$ cat src/rtl/ex_stage.sv
// RV32I execute stage: ALU, address and branch/jump resolution, bit-serial shifter.
// EX/MEM and the shifter state update on the falling edge, in step with ID/EX.
`timescale 1ns/1ps

module ex_stage (
    input  logic        clk,
    input  logic        rst,
    input  logic        in_valid,
    input  logic [31:0] pc,
    input  logic [2:0]  inst_type,
    input  logic [2:0]  funct3,
    input  logic [5:0]  funct7,
    input  logic [31:0] imm,
    input  logic [31:0] val_rs,
    input  logic [31:0] val_rs2,
    input  logic [4:0]  rd,
    output logic        stall,
    output logic [31:0] result_reg,
    output logic [31:0] store_data_reg,
    output logic [4:0]  rd_reg,
    output logic [2:0]  funct3_reg,
    output logic        mem_read_reg,
    output logic        mem_write_reg,
    output logic        reg_write_reg,
    output logic        valid_reg,
    output logic        redirect_reg,
    output logic [31:0] target_reg
);

    // state   | meaning
    // S_IDLE  | one instruction per edge; starts a serial shift when shamt >= 2
    // S_SHIFT | acc shifts once per edge; cnt==1 is the final, EX/MEM-writing edge
    typedef enum logic {S_IDLE, S_SHIFT} state_t;

    localparam logic [2:0] T_RALU   = 3'd0;
    localparam logic [2:0] T_IALU   = 3'd1;
    localparam logic [2:0] T_LOAD   = 3'd2;
    localparam logic [2:0] T_STORE  = 3'd3;
    localparam logic [2:0] T_BRANCH = 3'd4;
    localparam logic [2:0] T_JAL    = 3'd5;
    localparam logic [2:0] T_JALR   = 3'd6;
    localparam logic [2:0] T_AUIPC  = 3'd7;

    state_t      state;
    logic [4:0]  cnt;
    logic [31:0] acc;
    logic        sh_left;
    logic        sh_arith;

    logic        v;
    logic        is_r;
    logic        is_alu;
    logic        is_shift;
    logic        shift_left;
    logic        shift_arith;
    logic        sub_sel;
    logic [31:0] op_b;
    logic [4:0]  shamt;
    logic [31:0] alu_res;
    logic [31:0] addr;
    logic [31:0] pc_imm;
    logic [31:0] link;
    logic        br_cond;
    logic        taken;
    logic [31:0] target;
    logic [31:0] result;
    logic        wr_en;
    logic        serial_start;
    logic        unused_funct7;

    assign unused_funct7 = ^funct7[4:0];

    function automatic logic [31:0] shift_once(input logic [31:0] x,
                                               input logic        left,
                                               input logic        arith);
        if (left)
            return {x[30:0], 1'b0};
        return {arith & x[31], x[31:1]};
    endfunction

    // A shift sitting behind a taken transfer is squashed and never reaches S_SHIFT.
    assign v           = in_valid & ~redirect_reg;
    assign is_r        = (inst_type == T_RALU);
    assign is_alu      = is_r | (inst_type == T_IALU);
    assign op_b        = is_r ? val_rs2 : imm;
    assign shamt       = op_b[4:0];
    assign shift_left  = (funct3 == 3'b001);
    assign shift_arith = funct7[5];
    assign sub_sel     = is_r & funct7[5];
    assign is_shift    = is_alu & ((funct3 == 3'b001) | (funct3 == 3'b101));
    assign addr        = val_rs + imm;
    assign pc_imm      = pc + imm;
    assign link        = pc + 32'd4;

    always_comb begin
        alu_res = '0;
        case (funct3)
            3'b000:         alu_res = sub_sel ? (val_rs - op_b) : (val_rs + op_b);
            3'b001, 3'b101: alu_res = shamt[0] ? shift_once(val_rs, shift_left, shift_arith)
                                               : val_rs;
            3'b010:         alu_res = {31'b0, $signed(val_rs) < $signed(op_b)};
            3'b011:         alu_res = {31'b0, val_rs < op_b};
            3'b100:         alu_res = val_rs ^ op_b;
            3'b110:         alu_res = val_rs | op_b;
            3'b111:         alu_res = val_rs & op_b;
            default:        alu_res = '0;
        endcase
    end

    always_comb begin
        br_cond = 1'b0;
        case (funct3)
            3'b000:  br_cond = (val_rs == val_rs2);
            3'b001:  br_cond = (val_rs != val_rs2);
            3'b100:  br_cond = ($signed(val_rs) <  $signed(val_rs2));
            3'b101:  br_cond = ($signed(val_rs) >= $signed(val_rs2));
            3'b110:  br_cond = (val_rs <  val_rs2);
            3'b111:  br_cond = (val_rs >= val_rs2);
            default: br_cond = 1'b0;
        endcase
    end

    always_comb begin
        result = pc_imm;
        case (inst_type)
            T_RALU, T_IALU:  result = alu_res;
            T_LOAD, T_STORE: result = addr;
            T_JAL, T_JALR:   result = link;
            T_AUIPC:         result = pc_imm;
            default:         result = pc_imm;
        endcase
    end

    assign taken  = v & (((inst_type == T_BRANCH) & br_cond) |
                         (inst_type == T_JAL) | (inst_type == T_JALR));
    assign target = (inst_type == T_JALR) ? {addr[31:1], 1'b0} : pc_imm;
    assign wr_en  = (inst_type != T_BRANCH) & (inst_type != T_STORE) & (rd != 5'd0);

    assign serial_start = v & is_shift & (shamt >= 5'd2);
    assign stall = ((state == S_IDLE) & serial_start) |
                   ((state == S_SHIFT) & (cnt != 5'd1));

    always_ff @(negedge clk) begin
        if (rst) begin
            state          <= S_IDLE;
            cnt            <= '0;
            acc            <= '0;
            sh_left        <= 1'b0;
            sh_arith       <= 1'b0;
            result_reg     <= '0;
            store_data_reg <= '0;
            rd_reg         <= '0;
            funct3_reg     <= '0;
            mem_read_reg   <= 1'b0;
            mem_write_reg  <= 1'b0;
            reg_write_reg  <= 1'b0;
            valid_reg      <= 1'b0;
            redirect_reg   <= 1'b0;
            target_reg     <= '0;
        end else begin
            case (state)
                S_IDLE: begin
                    redirect_reg   <= taken;
                    target_reg     <= taken ? target : '0;
                    result_reg     <= result;
                    store_data_reg <= val_rs2;
                    rd_reg         <= rd;
                    funct3_reg     <= funct3;
                    if (serial_start) begin
                        acc           <= shift_once(val_rs, shift_left, shift_arith);
                        cnt           <= shamt - 5'd1;
                        sh_left       <= shift_left;
                        sh_arith      <= shift_arith;
                        state         <= S_SHIFT;
                        valid_reg     <= 1'b0;
                        reg_write_reg <= 1'b0;
                        mem_read_reg  <= 1'b0;
                        mem_write_reg <= 1'b0;
                    end else begin
                        valid_reg     <= v;
                        reg_write_reg <= v & wr_en;
                        mem_read_reg  <= v & (inst_type == T_LOAD);
                        mem_write_reg <= v & (inst_type == T_STORE);
                    end
                end
                S_SHIFT: begin
                    redirect_reg  <= 1'b0;
                    target_reg    <= '0;
                    acc           <= shift_once(acc, sh_left, sh_arith);
                    cnt           <= cnt - 5'd1;
                    mem_read_reg  <= 1'b0;
                    mem_write_reg <= 1'b0;
                    // ID/EX is held for the whole shift, so its fields are still valid here.
                    if (cnt == 5'd1) begin
                        result_reg     <= shift_once(acc, sh_left, sh_arith);
                        store_data_reg <= val_rs2;
                        rd_reg         <= rd;
                        funct3_reg     <= funct3;
                        valid_reg      <= 1'b1;
                        reg_write_reg  <= wr_en;
                        state          <= S_IDLE;
                    end else begin
                        valid_reg      <= 1'b0;
                        reg_write_reg  <= 1'b0;
                    end
                end
                default: state <= S_IDLE;
            endcase
        end
    end

endmodule

$ cat config.mk
export PLATFORM = sky130hd
export DESIGN_NAME = ex_stage
export DESIGN_NICKNAME = d
export VERILOG_FILES = /design/src/rtl/ex_stage.sv
export SDC_FILE = /design/constraint.sdc
export NUM_CORES = 1
export LEC_CHECK = 0
export BUFFER_PORTS_ARGS = -buffer_cell sky130_fd_sc_hd__buf_2
export CELL_PAD_IN_SITES_DETAIL_PLACEMENT = 0
export CELL_PAD_IN_SITES_GLOBAL_PLACEMENT = 1
export CORE_MARGIN = 4
export CORE_UTILIZATION = 46
export DETAILED_ROUTE_END_ITERATION = 6
export GPL_TIMING_DRIVEN = 0
export PLACE_DENSITY_LB_ADDON = 0.1
export SYNTH_ARGS = -nofsm -noshare
export SYNTH_HDL_FRONTEND = slang
export SYNTH_SLANG_ARGS = --single-unit
export TNS_END_PERCENT = 1
$ cat constraint.sdc
create_clock -name clk -period 11.7 [get_ports clk]
set_input_delay 1.755 -clock clk [delete_from_list [all_inputs] [get_ports clk]]
set_output_delay 1.755 -clock clk [all_outputs]
set_load 0.02 [all_outputs]
==> key figures <==
Finish
  – Layout Utilization: 55.81%
  – Layout area overhead: 18.80%
  – Layout cell share with drive strength beyond 1: 13.58%
  – Layout Cells excl Fill: 3,510
  – Design area: 21,220 um2
  – Final #Nets: 3,328

Worst setup path
  – Reg-to-Reg Start: cnt[1]
  – Crit-path max cell delay: between 0.4 and 0.5 ns
  – CP endpoint kind: register
  – Worst EP arrival: 6.18 ns
  – Worst-case reg-to-reg path depth: 8
  – Buf/Inv on CP: 3
  – Worst R2R Setup Slack: 8.80 ns
  – Worst r2r dst: result_reg[20]
  – CP required: 6.17 ns
  – WS Path Type: primary input to register
  – Crit path cell chain: buf_2 -> nor3_4 -> buf_4 -> buf_4 -> mux2i_4 -> ha_1 -> o21bai_1 -> a31oi_1 -> o31ai_1 -> a31oi_1 -> or4_1 -> a31oi_1 -> o22ai_1 -> xnor2_1 -> nand2_1 -> a31oi_1 -> o22ai_1
  – Critical path peak fanout: 8
  – CP Launch Point: inst_type[0]
  – CP dominant cell by count: a31oi_1
  – Crit-path slowest cell: or4_1
  – Delay-heaviest family, CP: compound AO/OA/AOI/OAI gates
  – Critical path startpoint category: primary input

Place
  – Placed insts: 3,323
  – HPWL Detailed: 76.38 mm
  – Pre-CTS setup slack: -2.143 ns
  – RePlAce Congestion: 1.095
  – # port buffers: 251
  – Placement Cell Area: 19,760 um2

Synthesis
  – Yosys cell types: 74
  – Net count after synthesis: 2,904
  – Cell taking the most area after synthesis: dfxtp_1
  – Asr flop ratio synth: 0%
  – Most common library cells after synthesis: 312 x nand2_1, 311 x a21oi_1, 267 x nor2_1
  – Ys Warns: 0
  – Top-count cell post-synth: nand2_1
  – Synth top area share: 16.70%
  – Post-synth EDFFs: 0
  – Syn_area_per_cell: about 7.0 um2
  – Synthesized cell area: ~18,000 um2
  – Syn Inst Count: 2,561
  – Synthesis-stage register bit count: 149
  – Sequential share of the synthesized area: 16.70%
  – Synth area leaders: dfxtp_1 17%, ha_1 13%, a21oi_1 8.7%
  – Synth Flop Type: dfxtp_1

Floorplan
  – Die width: 205.1 um
  – Initial Utilization: 46.98%
  – Num rows: 71
  – Ports: 258
  – CORE AREA: about 38,000 um2
  – Die H: approximately 210 um
  – Die ar.: 42,050 um2

Global routing
  – Vias in the first global route: between 20,000 and 25,000
  – Largest net degree at the start of global routing: 17
  – GRT Util Overall: 43.33%
  – Initial antenna violation count: 5
  – Global-route wire length before repair: 136.4 mm
  – Overflow after GRT: 0

Power
  – Maximum vdd ir drop: 0.1004 mV
  – Leak: approximately 9.7 nW
  – PwrDens: 110.2 nW/um2
  – Tot Pwr: roughly 2.3 mW

Clocking
  – Root Buffer: clkbuf_16
  – Clk slew on worst S/H paths: 0.03 ns
  – Worst-Skew Late Latency: 0.50 ns
  – CTS tree: done
  – Clock Path Buffers: 2
  – Clock sinks: 149
  – Hold buffer count at cts: 0
  – Total CTS buffers: 17
  – H-tree depth: 4

Timing
  – Setup Skew: 0.03305 ns
  – Measured slew at the worst slew-check pin: 1.145 ns
  – Worst setup slack after layout: -0.01097 ns
  – RSZ-0062 raised after global routing: yes
  – Setup violations, final: 2
  – Post-Route Setup TNS: -0.01270 ns
  – Max-slew violations: 0
  – Hold Fails Final Rpt: 0
  – Hold Slack: 0.4478 ns
  – Max_slew headroom: 23.41%

Detailed routing
  – Uppermost layer routed: met5
  – Remaining antenna violation count: 0
  – Iteration-0 DRC Markers: 3,152
  – Met1 Routed Length: 35.50 mm
  – Wire length per cell: 27.15 um
  – Pre-antenna DRT Iters: 7
  – Via density: ~6.5
  – Met3 Routed Length: 11.35 mm
  – Final WL: 95.31 mm
  – Vias: 22,661
  – # DRC: 0
  – WL met2: 41.57 mm

Worst hold path
  – Hold WC Path Type: register to register
  – Hold EP: store_data_reg[9]
  – Worst Min Path Start: store_data_reg[9]
  – Hold depth: 2

Run status
  – Failing checks: setup timing
  – Outcome: finished, violations left

Flow run
  – Maximum capacitance violations: 0
[routing by layer]
layer  global-route usage [%]  up-vias
li1                         -    10017
met1                    53.21    10581
met2                    67.98     1651
met3                    10.97      410
met4                    26.70        2
met5                        0        -
[placed cells by master, fill, tap and decap left out, types with 47 or more instances in the layout]
cell type / n
a21oi_1: 307
ha_1: 187
nor2_1: 267
o21ai_0: 145
mux2i_1: 64
nand2_1: 311
a211oi_1: 47
inv_1: 307
clkbuf_1: 128
xnor2_1: 76
buf_2: 258
dfxtp_1: 149
[worst max-delay path by stage]
stage | end | cells past startpoint | slack [ns]
4_1_cts | result_reg[28] | 19 | -0.04
3_5_place_dp | result_reg[24] | 18 | -2.14
3_3_place_gp | result_reg[24] | 18 | -2.16
2_1_floorplan | result_reg[24] | 17 | 0.04
5_1_grt | result_reg[31] | 18 | -0.06
6_report | result_reg[17] | 17 | -0.01
[area by class of cell]
cell class	count	area [um2]
repair buffers	260	1324
inverters	159	596.8
clock inverters	164	737.0
well taps	511	639.4
flip-flops and latches	149	2983
fillers	3853	16800
plain buffers	152	611.8
multi-input cells	2097	13900
diodes	1	2.502
clock buffers	17	425.4
[power by group]
| part | switching [mW] | internal [mW] | leakage (nW) |
|---|---|---|---|
| Combinational | 0.646 | 0.314 | 7.43 |
| Sequential | 0.0227 | 0.541 | 1.22 |
| Clock | 0.409 | 0.405 | 1.09 |
[worst register-to-register path, stage by stage, from the launching register on]
cell and delay (ns):
dfxtp_1 0.30, inv_1 0.10, ha_1 0.15, nor4b_1 0.54, clkbuf_1 0.53, clkbuf_1 0.66, nand2_1 0.24, o211ai_1 0.15
nand3_1 0.09
[logic make-up after synthesis]
kind of cell,count (synthesis),synth area share (%)
compound gates,872,31.11
simple gates,818,20.32
buf+inv,315,6.662
fa+ha+maj,195,13.83
flops,149,16.70
xor+xnor,115,5.716
mux,97,5.660
[timing repair]
action | CTS | global route
gates resized for setup | 40 | 17
setup buffers | 7 | 2
endpoints found under the setup margin | 40 | 21
pin swaps | 7 | 9
No activity file was read; power rests on OpenSTA's default activity.
